File: src/rtl/memshare_sched_pkg.sv
// Shared types and defaults for the SCU memShare scheduler.
package memshare_sched_pkg;

  localparam int unsigned DEF_COL_NUM    = 4;
  localparam int unsigned DEF_COL_ADDR_W = 4;
  localparam int unsigned DEF_SHIFT_W    = 3;

  localparam logic NOSKID = 1'b0;
  localparam logic SKID   = 1'b1;

  typedef enum logic [2:0] {
    IDLE          = 3'd0,
    READ_COL_ADDR = 3'd1,
    SHIFT_GEN     = 3'd2,
    MEM_SHARE     = 3'd3,
    DONE          = 3'd4
  } state_e;

endpackage

File: src/rtl/memshare_col_cnt.sv
// Column index counter for one memShare operation, with terminal-count flag.
module memshare_col_cnt
  import memshare_sched_pkg::*;
#(
  parameter int unsigned COL_NUM = DEF_COL_NUM
) (
  input  logic                       clk_i,
  input  logic                       rst_ni,
  input  logic                       clr_i,
  input  logic                       inc_i,
  output logic [$clog2(COL_NUM)-1:0] idx_o,
  output logic                       last_o
);

  localparam int unsigned IDX_W = $clog2(COL_NUM);

  logic [IDX_W-1:0] idx_q, idx_d;

  always_comb begin
    idx_d = idx_q;
    if (clr_i) begin
      idx_d = '0;
    end else if (inc_i) begin
      idx_d = idx_q + 1'b1;
    end
  end

  always_ff @(posedge clk_i or negedge rst_ni) begin
    if (!rst_ni) begin
      idx_q <= '0;
    end else begin
      idx_q <= idx_d;
    end
  end

  assign idx_o  = idx_q;
  assign last_o = (idx_q == IDX_W'(COL_NUM - 1));

endmodule

File: src/rtl/memshare_sched_ctrl.sv
// SCU memShare scheduler: per column reads the address ROM, samples the RFMU
// shift/compare, then requests shared memory. MEMSHARE_SCHED_ABORT_EN adds abort_i.
module memshare_sched_ctrl
  import memshare_sched_pkg::*;
#(
  parameter int unsigned COL_NUM    = DEF_COL_NUM,
  parameter int unsigned COL_ADDR_W = DEF_COL_ADDR_W,
  parameter int unsigned SHIFT_W    = DEF_SHIFT_W
) (
  input  logic                       sys_clk,
  input  logic                       rstn,
  input  logic                       start_i,
`ifdef MEMSHARE_SCHED_ABORT_EN
  input  logic                       abort_i,
`endif
  output logic                       col_addr_rd_o,
  output logic [$clog2(COL_NUM)-1:0] col_idx_o,
  input  logic                       col_addr_vld_i,
  input  logic [COL_ADDR_W-1:0]      col_addr_i,
  input  logic                       isGtr_i,
  input  logic [SHIFT_W-1:0]         shift_i,
  output logic                       mem_req_o,
  input  logic                       mem_gnt_i,
  output logic [COL_ADDR_W-1:0]      mem_addr_o,
  output logic [SHIFT_W-1:0]         mem_shift_o,
  output logic                       delta_o,
  output logic                       busy_o,
  output logic                       done_o
);

  state_e                  state_q, state_d;
  logic                    rd_q, rd_d;
  logic                    delta_q, delta_d;
  logic [COL_ADDR_W-1:0]   addr_q, addr_d;
  logic [SHIFT_W-1:0]      shift_q, shift_d;
  logic                    cnt_clr, cnt_inc, col_last;
  logic                    abort;

`ifdef MEMSHARE_SCHED_ABORT_EN
  assign abort = abort_i;
`else
  assign abort = 1'b0;
`endif

  memshare_col_cnt #(
    .COL_NUM (COL_NUM)
  ) u_col_cnt (
    .clk_i  (sys_clk),
    .rst_ni (rstn),
    .clr_i  (cnt_clr),
    .inc_i  (cnt_inc),
    .idx_o  (col_idx_o),
    .last_o (col_last)
  );

  always_comb begin
    state_d = state_q;
    rd_d    = 1'b0;
    delta_d = delta_q;
    addr_d  = addr_q;
    shift_d = shift_q;
    cnt_clr = 1'b0;
    cnt_inc = 1'b0;
    case (state_q)
      IDLE: begin
        delta_d = NOSKID;
        if (start_i) begin
          state_d = READ_COL_ADDR;
          rd_d    = 1'b1;
          cnt_clr = 1'b1;
        end
      end
      READ_COL_ADDR: begin
        if (col_addr_vld_i) begin
          addr_d  = col_addr_i;
          state_d = SHIFT_GEN;
        end
      end
      SHIFT_GEN: begin
        shift_d = shift_i;
        delta_d = delta_q ^ isGtr_i;
        state_d = MEM_SHARE;
      end
      MEM_SHARE: begin
        if (mem_gnt_i) begin
          if (col_last) begin
            state_d = DONE;
          end else begin
            cnt_inc = 1'b1;
            rd_d    = 1'b1;
            state_d = READ_COL_ADDR;
          end
        end
      end
      DONE: begin
        delta_d = NOSKID;
        state_d = IDLE;
      end
      default: state_d = IDLE;
    endcase
    // Abort overrides whatever the state decided, including a pending grant.
    if (abort && (state_q != IDLE)) begin
      state_d = IDLE;
      rd_d    = 1'b0;
      delta_d = NOSKID;
      cnt_inc = 1'b0;
    end
  end

  always_ff @(posedge sys_clk or negedge rstn) begin
    if (!rstn) begin
      state_q <= IDLE;
      rd_q    <= 1'b0;
      delta_q <= NOSKID;
      addr_q  <= '0;
      shift_q <= '0;
    end else begin
      state_q <= state_d;
      rd_q    <= rd_d;
      delta_q <= delta_d;
      addr_q  <= addr_d;
      shift_q <= shift_d;
    end
  end

  assign busy_o        = (state_q != IDLE);
  assign done_o        = (state_q == DONE);
  assign mem_req_o     = (state_q == MEM_SHARE);
  assign col_addr_rd_o = rd_q;
  assign delta_o       = delta_q & busy_o;
  assign mem_addr_o    = addr_q;
  assign mem_shift_o   = shift_q;

endmodule

File: config.mk
export PLATFORM = sky130hd
export DESIGN_NAME = memshare_sched_ctrl
export DESIGN_NICKNAME = d
export VERILOG_FILES = /design/src/rtl/memshare_sched_pkg.sv /design/src/rtl/memshare_col_cnt.sv /design/src/rtl/memshare_sched_ctrl.sv
export SDC_FILE = /design/constraint.sdc
export NUM_CORES = 1
export LEC_CHECK = 0
export ABC_AREA = 1
export CAP_MARGIN = 20
export CORE_UTILIZATION = 44
export CTS_CLUSTER_SIZE = 24
export DETAILED_ROUTE_END_ITERATION = 16
export PLACE_DENSITY = 0.94
export SETUP_SLACK_MARGIN = 0.5
export SLEW_MARGIN = 20
export SYNTH_ARGS = -nofsm -noshare
export SYNTH_HDL_FRONTEND = slang
export SYNTH_SLANG_ARGS = --single-unit
File: constraint.sdc
create_clock -name sys_clk -period 1.6 [get_ports sys_clk]
set_input_delay 0.48 -clock sys_clk [delete_from_list [all_inputs] [get_ports sys_clk]]
set_output_delay 0.48 -clock sys_clk [all_outputs]
set_load 0.03 [all_outputs]
[After elaboration in Yosys (flattened, before gate mapping)]
Index checks and enable logic that the tools add are counted.
Widths: inputs -> output; s select.
Word-level totals
  register bits after elaboration: 14
  latch bits: 0
  bits in writable memories: 0
  bits in read-only memories: 0
  output and inout port bits: 14
  memories: 0
Operators by class
  $add $sub $neg: 1
  multipliers: 0
  div/mod/pow operators: 0
  $lt $le $gt $ge: 0
  equality and inequality tests: 8
  shift operators: 0
  muxes and demuxes: 14
  bitwise operators: 2
  reductions and logical operators: 7
Operators with widths (count)
  $mux 3: 4
  $pmux 3 s4: 1
  $eq 3x2->1 const B: 2
  $mux 1: 5
  $mux 2: 2
  $ne 2x2->1 const B: 2
  $pmux 1 s2: 2
  $reduce_bool 2->1: 2
  $eq 3x1->1 const B: 1
  $eq 3x3->1 const B: 1
  $logic_not 3->1: 1
  $reduce_and 3->1: 1
  $reduce_bool 3->1: 1
  $add 2x1->2 const B: 1
  $eq 2x2->1 const B: 1
  $ne 2x1->1 const B: 1
  $reduce_and 2->1: 1
  $reduce_or 2->1: 1
  $and 1x1->1: 1
  $xor 1x1->1: 1

[Longest topological paths before layout]
Gate-level depths: netlist (run 1).
  word-level depth: 6
  depth in mapped cells: 7
  gate-level depth less buffers: 7

[By module]
From an unflattened synthesis (run 1), not the netlist that was laid out.
Second synthesis, totals
  cell total of the unflattened synthesis: 85
  area, all modules: 674.4 µm²
Modules (own cells, without submodules)
  memshare_sched_ctrl: times used 1, cells an instance 73, area an instance 576.8 µm², seq. area each 300.3 µm²
  memshare_col_cnt: times used 1, cells an instance 12, area an instance 97.6 µm², seq. area each 50.0 µm²

[Worst setup path after synthesis (run 1)]
Ideal clock, no wire load.
  kind: register to output
  start point: register state_q[1]
  end point: output delta_o
  arrival time: 1.198 ns
  data required time: 1.120 ns
  slack: -0.078 ns
  cell stages (with the launch flop): 5
  cells stage by stage: dfrtp_1 > nor2_1 > nand2_1 > inv_2 > nor2_1
Between the ends
  longest elaborated chain between the ends: 2
RTL lines
  start: declaration: RTL line memshare_sched_ctrl.sv:31  | state_e state_q, state_d;
  start signal: assignment: RTL line memshare_sched_ctrl.sv:118  | state_q <= state_d;
  $reduce_bool 3->1: RTL line memshare_sched_ctrl.sv:126  | assign busy_o = (state_q != IDLE);
  named net busy_o: RTL line memshare_sched_ctrl.sv:27  | output logic busy_o,
  $and 1x1->1: RTL line memshare_sched_ctrl.sv:130  | assign delta_o = delta_q & busy_o;
  end: declaration: RTL line memshare_sched_ctrl.sv:26  | output logic delta_o,
The timed path passes the listed nets, and every way through them passes these cells.

[Final worst setup path (run 1)]
  start point: register state_q[1]
  end point: output delta_o
Between the ends
  longest elaborated chain between the ends: 2
RTL lines (RTL line)
  $reduce_bool 3->1: memshare_sched_ctrl.sv:126
  $and 1x1->1: memshare_sched_ctrl.sv:130
Every way passes these cells.

==> reports/summary.txt, run 1 <==
Status: finished, violations left
Failing checks: negative setup slack
IO Pins: 27
Largest family of logic cells by synthesized area: simple AND/OR/NAND/NOR gates
Cell family with most CP delay: flip-flops
Mux contribution to synthesized area: 0
Max incr delay on CP: 0.44 ns
Post-route DRC: 0
Clk_lat worst skew: 0.28 ns
CP bufs+invs: 2
CP most frequent cell: nor2_4
Die H: 40.8 um
Num CTS Buffers: 3
Worst vdd ir: 1.29 mV
Placer's final routability congestion estimate: 0.822
Clock Sink Count: 14
Final worst path period need: 1.74 ns
Synth Area in Compound Gates: 0.0151
Starting density of the core: 0.491
CTS max path bufs: 2
Critical Path Sink Type: output pin
DR iter-0 viols: 44
Data required time of the worst path: 1.12 ns
Mapped cell area: 663 um2
TNS Setup: -0.369 ns
CTS root buf: clkbuf_4
Worst slew margin: 0.828
Net Count, Synth: 98
Distinct cell type count after synthesis: 15
# setup viols final: 4
Die Area: 0.00167 mm2
Worst-path clk slew: 0.09 ns
RSZ-0062 raised after global routing: true
First-pass GRT wire length: 2750 um
Setup WS pre-CTS: 0.0704 ns
Worst-margin pin slew: 0.257 ns
Sequential share of the synthesized area: 0.528
Hold Vio Cnt, Final: 0
Syn avg cell area: 7.89 um2
Max cap viols: 0
Routed Antenna Nets: 0
Yosys top cell by area: dfrtp_1
PortBufs: 26
Hpwl dp: 1210 um
Met3 wire len: 200 um
GRT Total Usage: 0.256
Critical-path top delay cell: dfrtp_2
Nets@finish: 143
DR vias/cell: 5.79
Area Growth Syn to Fin: 92.3%
Initial antenna violation count: 0
DRT Pass-1 Iters: 4
Max frequency: 0.574 GHz
Pwr/cell area: 2080 mW/mm2
Max Slew Vio Count: 0
Layout cells sized above 1: 0.563
Synth Area in Adders: 0.0189
Metal-1 WL: 1100 um
Max Fanout on Critical Path: 3
Fin crit share: 1.09
Mapped Cells: 84
Total gr overflow: 0
Top-area cell type share of the netlist area: 0.528
Routed vias: 828
Die X: 40.8 um
Min-delay worst type: in2async
Met2 WL post-DR: 1470 um
CTS tree: built
Yosys reg bits: 14
Number of diodes: 0
Worst-path cell chain: nor2_4 > nand2_4 > inv_4 > nor2_4 > buf_6
Top sig layer: met4
Arrival @ worst endpoint: 1.26 ns
CP Launch Type: flop
Routed length per instance: 20.5 um
Vias in the first global route: 619
Final design utilization: 0.944
XOR/XNOR Fraction of Synth Area: 0
Yosys warning count: 0
Worst Clk Skew: 0.00352 ns
Simple-gate share of the synthesized area: 0.375
Final WL: 2930 um
Fin worst setup slack: -0.141 ns
Leakage: 0.643 nW
Cts-stage hold buffer count: 0
Crit Path Class: reg2out
Core area: 0.00135 mm2
Top post-synthesis cells by area: dfrtp_1 53%, nand2_1 20%, nand3_1 6.8%, inv_1 3.4%, nor2_1 3.4%
H-Tree Depth: 1
Largest net degree at the start of global routing: 15
Core Rows: 13
## state kept, by name, summed over array words and instances (netlist names)
register	flops
col_addr_rd_o	1
delta_q	1
mem_addr_o	4
mem_shift_o	3
state_q	3
u_col_cnt.idx_o	2
## per-layer routing
layer,vias up,GRT usage
li1,347,-
met5,-,0
met4,0,0.133
met2,57,0.418
met1,406,0.315
met3,18,0.0489
## final cells by class
type / count / area (um2)
Inverter: 11 / 56.3
Clock buffer: 4 / 26.3
Fill cell: 39 / 75.1
Sequential cell: 14 / 354
Multi-Input combinational cell: 59 / 419
Tap cell: 15 / 18.8
Timing Repair Buffer: 40 / 400
## report_power, final
part           total, mW  switching, mW  internal (mW)  leakage [nW]
logic               1.79           1.06          0.735         0.454
clock network      0.223          0.127         0.0967        0.0150
registers          0.640          0.137          0.503         0.174
## Yosys cell counts
cell       n
nor2_4     1
dfrtp_1   14
o21ai_1    1
nand3_1    9
ha_1       1
inv_2      4
inv_1      6
clkinv_1   1
nor3_1     1
a21oi_1    1
nand3b_1   1
nor2_1     6
nand2_2    1
nand3_2    2
nand2_1   35
## metrics by stage
step / hold WS (ns) / instances / power, mW / area [um2]
4_1_cts: 0.479 / 139 / 2.21 / 1130
6_report: 0.494 / 143 / 2.66 / 1270
3_3_place_gp: 0.455 / 127 / 1.69 / 980
2_1_floorplan: 0.184 / 84 / 1.32 / 696
3_5_place_dp: 0.462 / 127 / 1.73 / 980
5_1_grt: 0.525 / 143 / 2.76 / 1270
## what timing repair did
action,in CTS,in global routing
pin swaps,7,13
endpoints found under the setup margin,24,28
buffers inserted,8,4
gates resized for setup,87,35
## cell usage in the layout, fill, tap and decap left out, drive strengths merged, types with 4 or more instances in the layout
cell	count
clkdlybuf4s50	11
nand2	36
inv	11
dfrtp	14
buf	28
nand3	11
clkbuf	4
nor2	7
## final timing paths
kind / from / to / slack, ns / cells past startpoint
hold reg to reg: delta_q$_DFFE_PN0P_ / delta_q$_DFFE_PN0P_ / 0.49 / 1
max in group asynchronous: rstn / u_col_cnt.idx_o[1]$_DFFE_PN0P_ / 0.92 / 2
setup reg to reg: state_q[1]$_DFFE_PN0P_ / state_q[0]$_DFFE_PN0P_ / 0.19 / 10
setup / recovery: state_q[1]$_DFFE_PN0P_ / delta_o / -0.14 / 5
min in group sys_clk: delta_q$_DFFE_PN0P_ / delta_q$_DFFE_PN0P_ / 0.49 / 1
hold / removal: rstn / mem_addr_o[3]$_DFFE_PN0P_ / 0.49 / 2
## cells by family after synthesis
family / count (synthesis)
AOI/OAI and AO/OA: 2
adders and majority gates: 1
buffers and inverters: 11
DFF: 14
and+or+nand+nor: 56
## worst register-to-register path, stage by stage (launching register included)
cell	delay [ns]
dfrtp_2	0.44
buf_6	0.13
nand2_4	0.07
nor2_4	0.04
buf_6	0.11
buf_6	0.12
nand2_4	0.07
nand2_4	0.06
nor2_4	0.11
nand2_1	0.09
nand2_1	0.10
No activity file was read; power rests on OpenSTA's default activity.
==> run 2, diff against run 1 <==
Settings changed: HOLD_SLACK_MARGIN from default to 0.02, PLACE_DENSITY 0.94 to 0.8.
==> reports/summary.txt, run 2 (same netlist as run 1, synthesis figures left out) <==
Status: finished, violations left
Failing checks: negative setup slack
Share of total power in combinational logic: 0.655 (-0.020)
RSZ-0062 raised after global routing: true
Core Rows: 13 (unchanged)
Clk_lat worst skew: 0.30 ns (+0.02 ns)
H-Tree Depth: 1 (unchanged)
Die H: 40.8 um (unchanged)
Arrival @ worst endpoint: 1.96 ns (+0.70 ns)
R2R Path Start: state_q[1]$_DFFE_PN0P_
Max incr delay on CP: 0.46 ns (+0.02 ns)
Clock Sink Count: 14 (unchanged)
Max Slew Vio Count: 0 (unchanged)
# setup viols final: 5 (+1)
DR vias/cell: 5.85 (+1.1%)
Area Growth Syn to Fin: 88.1%
CTS tree: built
Die X: 40.8 um (unchanged)
Storage cell area: 354 um2 (unchanged)
Switching share of power: 0.476 (-0.0214)
Reg-to-reg slack, setup: -0.18 ns (-0.37 ns)
Most common cell after layout, fill and taps aside: nand2_1
Fin worst setup slack: -0.176 ns (-0.0347 ns)
Final WL: 2950 um (+0.75%)
# fillers: 53 (+36%)
Flop pwr share: 0.239 (-0.002)
Leakage: 0.655 nW (+1.9%)
Routed Antenna Nets: 0 (unchanged)
Critical-path top delay cell: dfrtp_2
Crit Path Class: reg2reg
Final design utilization: 0.924 (-0.0204)
DRT Pass-1 Iters: 4 (unchanged)
Max Fanout on Critical Path: 3 (unchanged)
Worst-path cell chain: nor2_4 > inv_2 > buf_4 > buf_4 > buf_4 > buf_4 > buf_4 > buf_4 > nand3_1 > o21ai_1
Final worst path period need: 1.78 ns (+0.0347 ns)
Pint: 1.43 mW (+7.1%)
Die Area: 0.00167 mm2 (unchanged)
Psw: 1.30 mW (-1.7%)
Hpwl dp: 1120 um (-6.7%)
DR iter-0 viols: 34 (-23%)
IO Pins: 27 (unchanged)
Max frequency: 0.563 GHz (-2.0%)
TNS Setup: -0.600 ns (-0.231 ns)
Hold Vio Cnt, Final: 0 (unchanged)
Placer's final routability congestion estimate: 0.808 (-1.7%)
Clock power share: 0.106 (+0.022)
Total gr overflow: 0 (unchanged)
Core area: 0.00135 mm2 (unchanged)
Cts-stage hold buffer count: 0 (unchanged)
Nets@finish: 149 (+4.2%)
Fin crit share: 1.11 (+0.0217)
Critical Path Sink Type: flop
Worst vdd ir: 1.21 mV (-6.3%)
Starting density of the core: 0.491 (unchanged)
First-pass GRT wire length: 3130 um (+14%)
Cell family with most CP delay: buffers and inverters
Number of diodes: 0 (unchanged)
Most frequent cells in the layout: 27 x nand2_1, 20 x buf_4, 14 x buf_6, 11 x dfrtp_1, 11 x clkdlybuf4s50_1
PortBufs: 26 (unchanged)
Max reg flops: 4 (unchanged)
Data required time of the worst path: 1.79 ns (+0.67 ns)
Min-delay worst type: in2async
Worst-path clk slew: 0.10 ns (about the same)
Pwr/cell area: 2190 mW/mm2 (+5.0%)
CP most frequent cell: buf_4
Routed length per instance: 19.8 um (-3.3%)
Post-route DRC: 0 (unchanged)
GRT Total Usage: 0.302 (+0.0460)
Worst setup startpoint: state_q[1]$_DFFE_PN0P_
Worst-margin pin slew: 0.296 ns (+0.0389 ns)
CP bufs+invs: 7 (+5)
Layout cells sized above 1: 0.500 (-0.0625)
Routed vias: 872 (+5.3%)
Area occupied by multi-input gates: 364 um2 (-13%)
CP Launch Type: flop
Max cap viols: 0 (unchanged)
Worst Clk Skew: 0.00224 ns (-0.00128 ns)
Worst slew margin: 0.803 (-0.0256)
Largest net degree at the start of global routing: 15 (unchanged)
Num CTS Buffers: 3 (unchanged)
CTS max path bufs: 2 (unchanged)
CTS root buf: clkbuf_4
Vias in the first global route: 714 (+15%)
Initial antenna violation count: 0 (unchanged)
-- run 2: changes by cell type in the layout (fill, tap and decap cells not counted), moves of 2 or more --
cell     previous run  this run
nand3_1             7         9
nand2_4             6         4
buf_6              18        14
nand2_2            11         5
buf_4              10        20
nand2_1            19        27
inv_4               6         2
inv_2               2         4
-- run 2: area by class of cell --
| class | instances | share of cell area |
|---|---|---|
| Sequential cell | 14 | 0.284 |
| Timing Repair Buffer | 46 | 0.342 |
| Inverter | 11 | 0.0381 |
| Tap cell | 15 | 0.0150 |
| Clock buffer | 4 | 0.0291 |
| Multi-Input combinational cell | 59 | 0.292 |
-- run 2: what timing repair did --
action                                  CTS  global route
resized for setup                        91             7
pin swaps                                 5             2
setup buffers                            15             4
endpoints found under the setup margin   24            28
-- run 2: power by group through the flow --
stage          registers, mW  logic (mW)  clock network (mW)
2_1_floorplan          0.818       0.506                   0
3_3_place_gp           0.603        1.09                   0
3_5_place_dp           0.613        1.11                   0
4_1_cts                0.623        1.50               0.266
5_1_grt                0.656        1.87               0.299
6_report               0.652        1.79               0.289
-- run 2: layer usage --
layer | global-route usage | wire, um
met2 | 0.563 | 1510
met5 | 0 | 0
met3 | 0.0707 | 185
met1 | 0.333 | 1090
met4 | 0.0833 | 162
-- run 2: through the flow --
| step | cell area, um2 | setup WS (ns) | total power, mW | hold slack (ns) | cells |
|---|---|---|---|---|---|
| 4_1_cts | 1190 | -0.0611 | 2.39 | 0.485 | 145 |
| 5_1_grt | 1250 | -0.200 | 2.83 | 0.508 | 149 |
| 3_5_place_dp | 972 | 0.0915 | 1.72 | 0.461 | 126 |
| 2_1_floorplan | 696 | 0.272 | 1.32 | 0.184 | 84 |
| 3_3_place_gp | 972 | 0.0895 | 1.69 | 0.457 | 126 |
| 6_report | 1250 | -0.176 | 2.73 | 0.521 | 149 |
-- run 2: final timing paths --
kind	to	cells after the start
max	delta_q$_DFFE_PN0P_	10
min	state_q[2]$_DFFE_PN0P_	2
max reg2reg	delta_q$_DFFE_PN0P_	10
min reg2reg	mem_shift_o[1]$_DFFE_PN0P_	2
max in group asynchronous	u_col_cnt.idx_o[1]$_DFFE_PN0P_	2
min in group sys_clk	mem_shift_o[1]$_DFFE_PN0P_	2
==> run 3, diff against run 2 <==
Settings changed: CORE_UTILIZATION 44 to 41, PLACE_DENSITY 0.8 to 0.75.
Clock period 1.6 ns to 1.7 ns, I/O delays scaled along.
==> reports/summary.txt, run 3 (same netlist as run 1, synthesis figures left out) <==
Status: finished, violations left
Failing checks: design-rule violations, negative setup slack
CP most frequent cell: nor2_4
CTS root buf: clkbuf_4
Largest net degree at the start of global routing: 15 (unchanged)
Critical-path top delay cell: dfrtp_1
Final worst path period need: 1.71 ns
Die H: 42.2 um (+3.4%)
Nets@finish: 145 (-2.7%)
Hpwl dp: 1110 um (-1.1%)
PortBufs: 26 (unchanged)
Core Rows: 14 (+1)
RSZ-0062 raised after global routing: true
Min-delay worst type: reg2reg
# setup viols final: 1 (-4)
Final WL: 1900 um (-36%)
Worst-margin pin slew: 0.348 ns (+0.0523 ns)
Max Fanout on Critical Path: 3 (unchanged)
Routed length per instance: 13.0 um (-34%)
Data required time of the worst path: 1.19 ns (-0.60 ns)
Die Area: 0.00178 mm2 (+7.0%)
Clk_lat worst skew: 0.28 ns (-0.02 ns)
CTS max path bufs: 2 (unchanged)
Hold wc startpoint: delta_q$_DFFE_PN0P_
Worst slew margin: 0.767 (-0.0352)
Area Growth Syn to Fin: 87.7%
DR vias/cell: 4.95 (-16%)
H-Tree Depth: 1 (unchanged)
Worst Clk Skew: 0.00248 ns (+0.000241 ns)
Max cap viols: 0 (unchanged)
Die X: 42.2 um (+3.4%)
Max incr delay on CP: 0.44 ns (-0.02 ns)
Number of diodes: 0 (unchanged)
Worst-path clk slew: 0.08 ns (-0.02 ns)
Critical Path Sink Type: output pin
Total gr overflow: 0 (unchanged)
Most common cell after layout, fill and taps aside: nand2_1
Pwr/cell area: 1880 mW/mm2 (-14%)
Worst-path cell chain: nor2_4 > nand2_4 > inv_4 > nor2_4 > buf_6
First-pass GRT wire length: 2750 um (-12%)
Post-route DRC: 1 (+1)
IO Pins: 27 (unchanged)
Max frequency: 0.586 GHz
Max Slew Vio Count: 0 (unchanged)
Most frequent cells in the layout: 25 x nand2_1, 15 x buf_6, 15 x buf_4, 13 x dfrtp_1, 11 x clkdlybuf4s50_1
Max reg flops: 4 (unchanged)
Placer's final routability congestion estimate: 0.754 (-6.7%)
Layout cells sized above 1: 0.469 (-0.0308)
Worst setup startpoint: state_q[0]$_DFFE_PN0P_
Arrival @ worst endpoint: 1.20 ns (-0.76 ns)
DR iter-0 viols: 4 (-88%)
GRT Total Usage: 0.211 (-0.0909)
Hold Vio Cnt, Final: 0 (unchanged)
CTS tree: built
Starting density of the core: 0.440 (-0.0510)
Num CTS Buffers: 3 (unchanged)
TNS Setup: -0.00593 ns (+0.594 ns)
R2R Path Start: state_q[1]$_DFFE_PN0P_
Leakage: 0.651 nW (-0.59%)
Vias in the first global route: 656 (-8.1%)
Initial antenna violation count: 0 (unchanged)
DRT Pass-1 Iters: 10 (+6)
Fin crit share: 1.00
Core area: 0.00151 mm2 (+12%)
Worst vdd ir: 1.00 mV (-17%)
Routed vias: 722 (-17%)
Cts-stage hold buffer count: 0 (unchanged)
Fin Hold WS: 0.487 ns (-0.0343 ns)
Routed Antenna Nets: 0 (unchanged)
Clock Sink Count: 14 (unchanged)
Crit Path Class: reg2out
Fin worst setup slack: -0.00593 ns (+0.170 ns)
CP Launch Type: flop
run 3: cell types whose count changed in the layout (fill, tap and decap cells not counted), sizes merged:
cell | before | now
buf | 34 | 30
clkinv | 1 | 0
dlygate4sd2 | 1 | 0
dlymetal6s2s | 0 | 1
inv | 10 | 11
run 3: layer usage:
| metal | wire length (um) | global-route usage | vias to the layer above |
|---|---|---|---|
| met1 | 735 | 0.243 | 341 |
| met2 | 1040 | 0.348 | 21 |
| li1 | - | - | 353 |
| met5 | 0 | 0 | - |
| met4 | 48 | 0.0938 | 0 |
| met3 | 73 | 0.0776 | 7 |
run 3: worst max-delay path: cells and delay by family, from the launching register on:
family                 cells  cell delay [ns]
DFF                        1             0.44
and+or+nand+nor            3             0.28
buffers and inverters      2             0.19
run 3: final cells by class:
| cell class | instances | area [um2] |
|---|---|---|
| Clock buffer | 4 | 36.3 |
| Multi-Input combinational cell | 59 | 382 |
| Timing Repair Buffer | 42 | 404 |
| Sequential cell | 14 | 352 |
| Fill cell | 89 | 262 |
| Inverter | 11 | 51.3 |
| Tap cell | 16 | 20.0 |
run 3: worst paths after layout:
check,slack [ns],endpoint,depth (start not counted)
setup / recovery,-0.006,delta_o,5
hold / removal,0.49,delta_q$_DFFE_PN0P_,1
hold reg to reg,0.49,delta_q$_DFFE_PN0P_,1
max in group asynchronous,0.97,state_q[1]$_DFFE_PN0P_,2
min in group asynchronous,0.55,mem_addr_o[1]$_DFFE_PN0P_,2
setup reg to reg,0.30,state_q[0]$_DFFE_PN0P_,10
run 3: power breakdown:
group	total, mW	internal, mW	switching, mW
combinational	1.52	0.681	0.843
clock	0.237	0.131	0.106
sequential	0.582	0.471	0.111
run 3: per-stage QoR:
| stage | std cells | setup slack, ns | power, mW | area (um2) | util |
|---|---|---|---|---|---|
| final | 146 | -0.00593 | 2.34 | 1240 | 0.826 |
| after global routing | 146 | -0.0614 | 2.48 | 1240 | 0.826 |
| after CTS | 142 | -0.00232 | 2.15 | 1150 | 0.763 |
| after detailed placement | 127 | 0.138 | 1.61 | 971 | 0.645 |
| after global placement | 127 | 0.158 | 1.59 | 971 | 0.645 |
| after floorplan | 84 | 0.342 | 1.24 | 693 | - |
run 3: repair_timing:
| item | CTS | global route |
|---|---|---|
| resized for setup | 85 | 19 |
| pin swaps | 5 | 6 |
| setup endpoints to repair | 20 | 24 |
| buffers inserted | 11 | 4 |
==> RTL change 1 (settings of run 3) <==
`DEF_COL_ADDR_W`: 4 -> 3.
--- a/src/rtl/memshare_sched_pkg.sv
+++ b/src/rtl/memshare_sched_pkg.sv
@@ -3,5 +3,5 @@
 
   localparam int unsigned DEF_COL_NUM    = 4;
-  localparam int unsigned DEF_COL_ADDR_W = 4;
+  localparam int unsigned DEF_COL_ADDR_W = 3;
   localparam int unsigned DEF_SHIFT_W    = 3;
 
Ports: changed (resized col_addr_i and mem_addr_o); port bits go from 27 to 25. No check against the original RTL was run, so the function may have changed too.
==> RTL change 1 against run 3 <==
  * Area after synthesis fell by 1.9%
  * Power fell by 11%
  * Clock skew fell by 0.0017 ns
  * First-iteration DRC count rose to 4.0 times the old value
  * Design area fell by 8.3%
  * Worst setup slack improved by 0.013 ns
  * Sequential cell count fell by 1
  * Wire length fell by 14%
==> RTL change 1: results (changes against run 3) <==
* Status: complete, no violations
* Worst EP arrival at 1.18 ns (-0.02 ns)
* DR DRC count at 0 (-1)
* CP max-delay cell: dfrtp_2
* Syn nets at 94 (-4.1%)
* Cell count after synthesis at 81 (-3.6%)
* Iter 0 DRT Violations at 16 (+12)
* Switching share of power at 46.1% (+0.81 points)
* Post-DP HPWL at 1.05 mm (-6.0%)
* Post-Layout Cell Count at 136 (-6.8%)
* Dpl ws at 0.142 ns (+0.00375 ns)
* Crit-path max cell delay at 0.46 ns (+0.02 ns)
* Global-route wire length before repair at 2.45 mm (-11%)
* Share of layout cells above drive strength 1 at 45.8% (-1.1 points)
* Buffer share of cell area at 30.4% (-2.1 points)
* Power Total at 2080 uW (-11%)
* Vias in the first global route at 617 (-5.9%)
* Area fraction in compound gates after synthesis at 5.00% (+3.5 points)
* Final WL at 1.64 mm (-14%)
* Pin count of the biggest net entering global routing at 14 (-1)
* Routed wl met2 at 882 um (-15%)
* Top post-synthesis cells by count: 25 x nand2_1, 13 x dfrtp_1, 13 x inv_1
* Setup skew after layout at 0.000828 ns (-0.00166 ns)
* Multi-In Gates at 51 (-14%)
* Comb power frac at 63.7% (-1.4 points)
* Met1 usage at 23.4% (-0.86 points)
* Relative slew slack at 88.2% (+11 points)
* Post-DP Area at 940 um^2 (-3.2%)
* Final GP Congestion at 0.695 (-7.9%)
* Flop pwr share at 26.9% (+2.1 points)
* Multi-input combinational area share at 30.6% (-0.061 points)
* Nonclk inv count at 17 (+6)
* Met2 usage at 28.4% (-6.3 points)
* Clock-cell share at 2.30% (-0.61 points)
* Fill cells at 114 (+28%)
* Met3 Resource Use GR at 6.09% (-1.7 points)
* Sequential area share after synthesis at 50.0% (-2.8 points)
* IO buf count at 24 (-7.7%)
* Met3 WL at 79 um (+8.2%)
* Vias per inst at 4.90 (-0.82%)
* Lkg Pwr at 0.000607 uW (-6.9%)
* Nets at 134 (-7.6%)
==> RTL change 1: cell count changes after synthesis, moves of 2 or more <==
cell,run 3,this run
o21ai_1,1,4
nand3_2,2,4
nand2_1,35,25
inv_1,6,13
nor2_1,6,4
nand3_1,9,5
==> RTL change 1: what timing repair did <==
| action | in CTS | in global routing |
|---|---|---|
| pin swaps | 3 | 3 |
| gates resized for setup | 63 | 24 |
| endpoints found under the setup margin | 15 | 20 |
| buffers inserted | 4 | 6 |
==> RTL change 1: cells by family after synthesis <==
family	Yosys count
fa+ha+maj	1
buf+inv	17
compound gates	6
simple gates	44
flops	13
==> RTL change 1: final timing paths <==
kind / cells past startpoint / to / slack (ns) / from
max in group asynchronous: 2 / state_q[0] / 1.00 / rstn
max reg2reg: 7 / delta_q / 0.50 / state_q[0]
max: 5 / delta_o / 0.007 / state_q[1]
min in group asynchronous: 2 / delta_q / 0.52 / rstn
min reg2reg: 1 / delta_q / 0.48 / delta_q
min: 1 / delta_q / 0.48 / delta_q
==> RTL change 2 (flow settings as in run 3) <==
Without the edit above. Re-encode `state_e` (5 states) as one-hot, 5 bits wide.
--- a/src/rtl/memshare_sched_pkg.sv
+++ b/src/rtl/memshare_sched_pkg.sv
@@ -9,10 +9,10 @@
   localparam logic SKID   = 1'b1;
 
-  typedef enum logic [2:0] {
-    IDLE          = 3'd0,
-    READ_COL_ADDR = 3'd1,
-    SHIFT_GEN     = 3'd2,
-    MEM_SHARE     = 3'd3,
-    DONE          = 3'd4
+  typedef enum logic [4:0] {
+    IDLE          = 5'b00001,
+    READ_COL_ADDR = 5'b00010,
+    SHIFT_GEN     = 5'b00100,
+    MEM_SHARE     = 5'b01000,
+    DONE          = 5'b10000
   } state_e;
 
Behaviour: same outputs for any inputs over 10 cycles, from zero or initial values and one cycle with rstn low; not proved beyond that.
==> RTL change 2 against run 3 <==
  * The flow finishes with violations (negative setup slack)
  * Critical endpoint unchanged
  * Sequential cell count grew 2
  * Utilization shrank 0.56 points
  * Design area grew 19%
  * Area after synthesis grew 23%
  * Critical path type unchanged
  * Clock power shrank 8.9%
  * Power shrank 12%
  * Maximum frequency shrank 8.1%
  * Worst setup slack lost 0.15 ns
  * Wire length grew 25%
  * Global-route usage grew 1.7 points
==> RTL change 2: results (changes against run 3) <==
* Placed cells at 155 (+22%)
* First drt pass iteration count at 4 (-6)
* Cell count after synthesis at 94 (+12%)
* Worst EP arrival at 1.35 ns (+0.15 ns)
* Post-DP HPWL at 1.44 mm (+29%)
* Vias at 832 (+15%)
* R2R Setup Slk at 0.33 ns (+0.03 ns)
* Area contributors post-synth: dfrtp_1 46%, nand2_1 14%, nand3_1 5.5%
* Unique cell type count in the Yosys netlist at 19 (+4)
* Top post-synthesis cells by count: 31 x nand2_1, 15 x dfrtp_1, 9 x nand3_1
* Final GP Congestion at 0.835 (+11%)
* PnR worst setup slack at -0.156 ns (-0.150 ns)
* Clock Path Buffers at 2 (unchanged)
* Hold wc startpoint: mem_addr_o[2]
* Vias per inst at 4.73 (-4.4%)
* CTS clk-pin slew, worst paths at 0.10 ns (+0.02 ns)
* Share of layout cells above drive strength 1 at 53.0% (+6.1 points)
* Sequential area share after synthesis at 49.1% (-3.7 points)
* Global-route wire length before repair at 3.35 mm (+22%)
* Worst Tran Pin Value at 0.214 ns (-0.134 ns)
* Iter 0 DRT Violations at 12 (+8)
* Final Setup Violations at 4 (+3)
* Final WL at 2.37 mm (+25%)
* Overall routing resource usage at 22.7% (+1.7 points)
* Worst flop-to-flop path endpoint: u_col_cnt.idx_o[1]
* Fill cells at 105 (+18%)
* Worst Hold Endpoint: mem_addr_o[2]
* Failing checks: negative setup slack
* Lkg Pwr at 0.000754 uW (+16%)
* Setup skew after layout at 0.00891 ns (+0.00643 ns)
* Syn nets at 108 (+10%)
* VDD IR max at 1.03 mV (+2.9%)
* Worst Reg-to-Reg Cells at 9 (-1)
* Status: finished with violations
* Hold path depth at 2 (+1)
* Vias in the first global route at 796 (+21%)
* Nets at 166 (+14%)
* Ant diodes at 0 (unchanged)
* Worst R2R Start: state_q[0]
* Setup TNS at -0.453 ns (-0.447 ns)
* Flip-flop count of the largest register after layout at 5 (+1)
* Pin count of the biggest net entering global routing at 17 (+2)
[RTL change 2: stage by stage]
step                area [um^2]  setup WS (ns)  utilization (%)  hold WS, ns
finish                     1480         -0.156             82.1        0.520
global route               1480         -0.206             82.1        0.543
CTS                        1370         -0.168             76.1        0.520
detailed placement         1200         -0.278             66.9        0.473
global placement           1200         -0.260             66.9        0.463
floorplan                   843         0.0548                -        0.214
[RTL change 2: worst max path at each step]
stage | startpoint | endpoint | slack [ns] | cells after the start
2_1_floorplan | state_q[0] | delta_o | 0.05 | 4
3_3_place_gp | state_q[0] | delta_o | -0.26 | 5
3_5_place_dp | state_q[0] | delta_o | -0.28 | 5
4_1_cts | state_q[0] | delta_o | -0.17 | 5
5_1_grt | state_q[0] | delta_o | -0.21 | 5
6_report | state_q[0] | delta_o | -0.16 | 5
[RTL change 2: cell families (layout without fill, tap and decap cells)]
family | Yosys count | in the layout | share of synthesized area (%)
xor+xnor | 1 | 1 | 1.07
flops | 16 | 16 | 49.1
compound gates | 1 | 1 | 0.611
fa+ha+maj | 1 | 1 | 1.53
buf+inv | 13 | 70 | 6.12
simple gates | 62 | 62 | 41.6
[RTL change 2: where the power goes]
part	switching, uW	internal (uW)
Sequential	82.9	507
Combinational	661	586
Clock	125	91.2
[RTL change 2: worst max-delay path: stages, from the launching register on]
cell	delay (ns)
dfstp_2	0.55
inv_2	0.04
nor2_4	0.12
nand3_4	0.09
and2_4	0.14
buf_6	0.13
[RTL change 2: final cells by class]
class	count	area share [%]
sequential	16	27.3
tap	25	2.12
multi-input combinational	65	30.5
clock buffer	4	1.78
inverter	13	4.15
timing repair buffer	53	34.1
[RTL change 2: metal layers]
| layer | part of all wire, % | up-vias | track usage (%) |
|---|---|---|---|
| li1 | - | 411 | - |
| met4 | 1.5 | 0 | 12.6 |
| met2 | 55 | 17 | 36.7 |
| met5 | 0 | - | 0 |
| met3 | 3.4 | 5 | 5.10 |
| met1 | 40 | 399 | 27.8 |
[RTL change 2: timing repair]
| item | in CTS | in global routing |
|---|---|---|
| setup buffers | 10 | 7 |
| gates resized for setup | 94 | 19 |
| setup endpoints to repair | 25 | 29 |
| pin swaps | 8 | 11 |
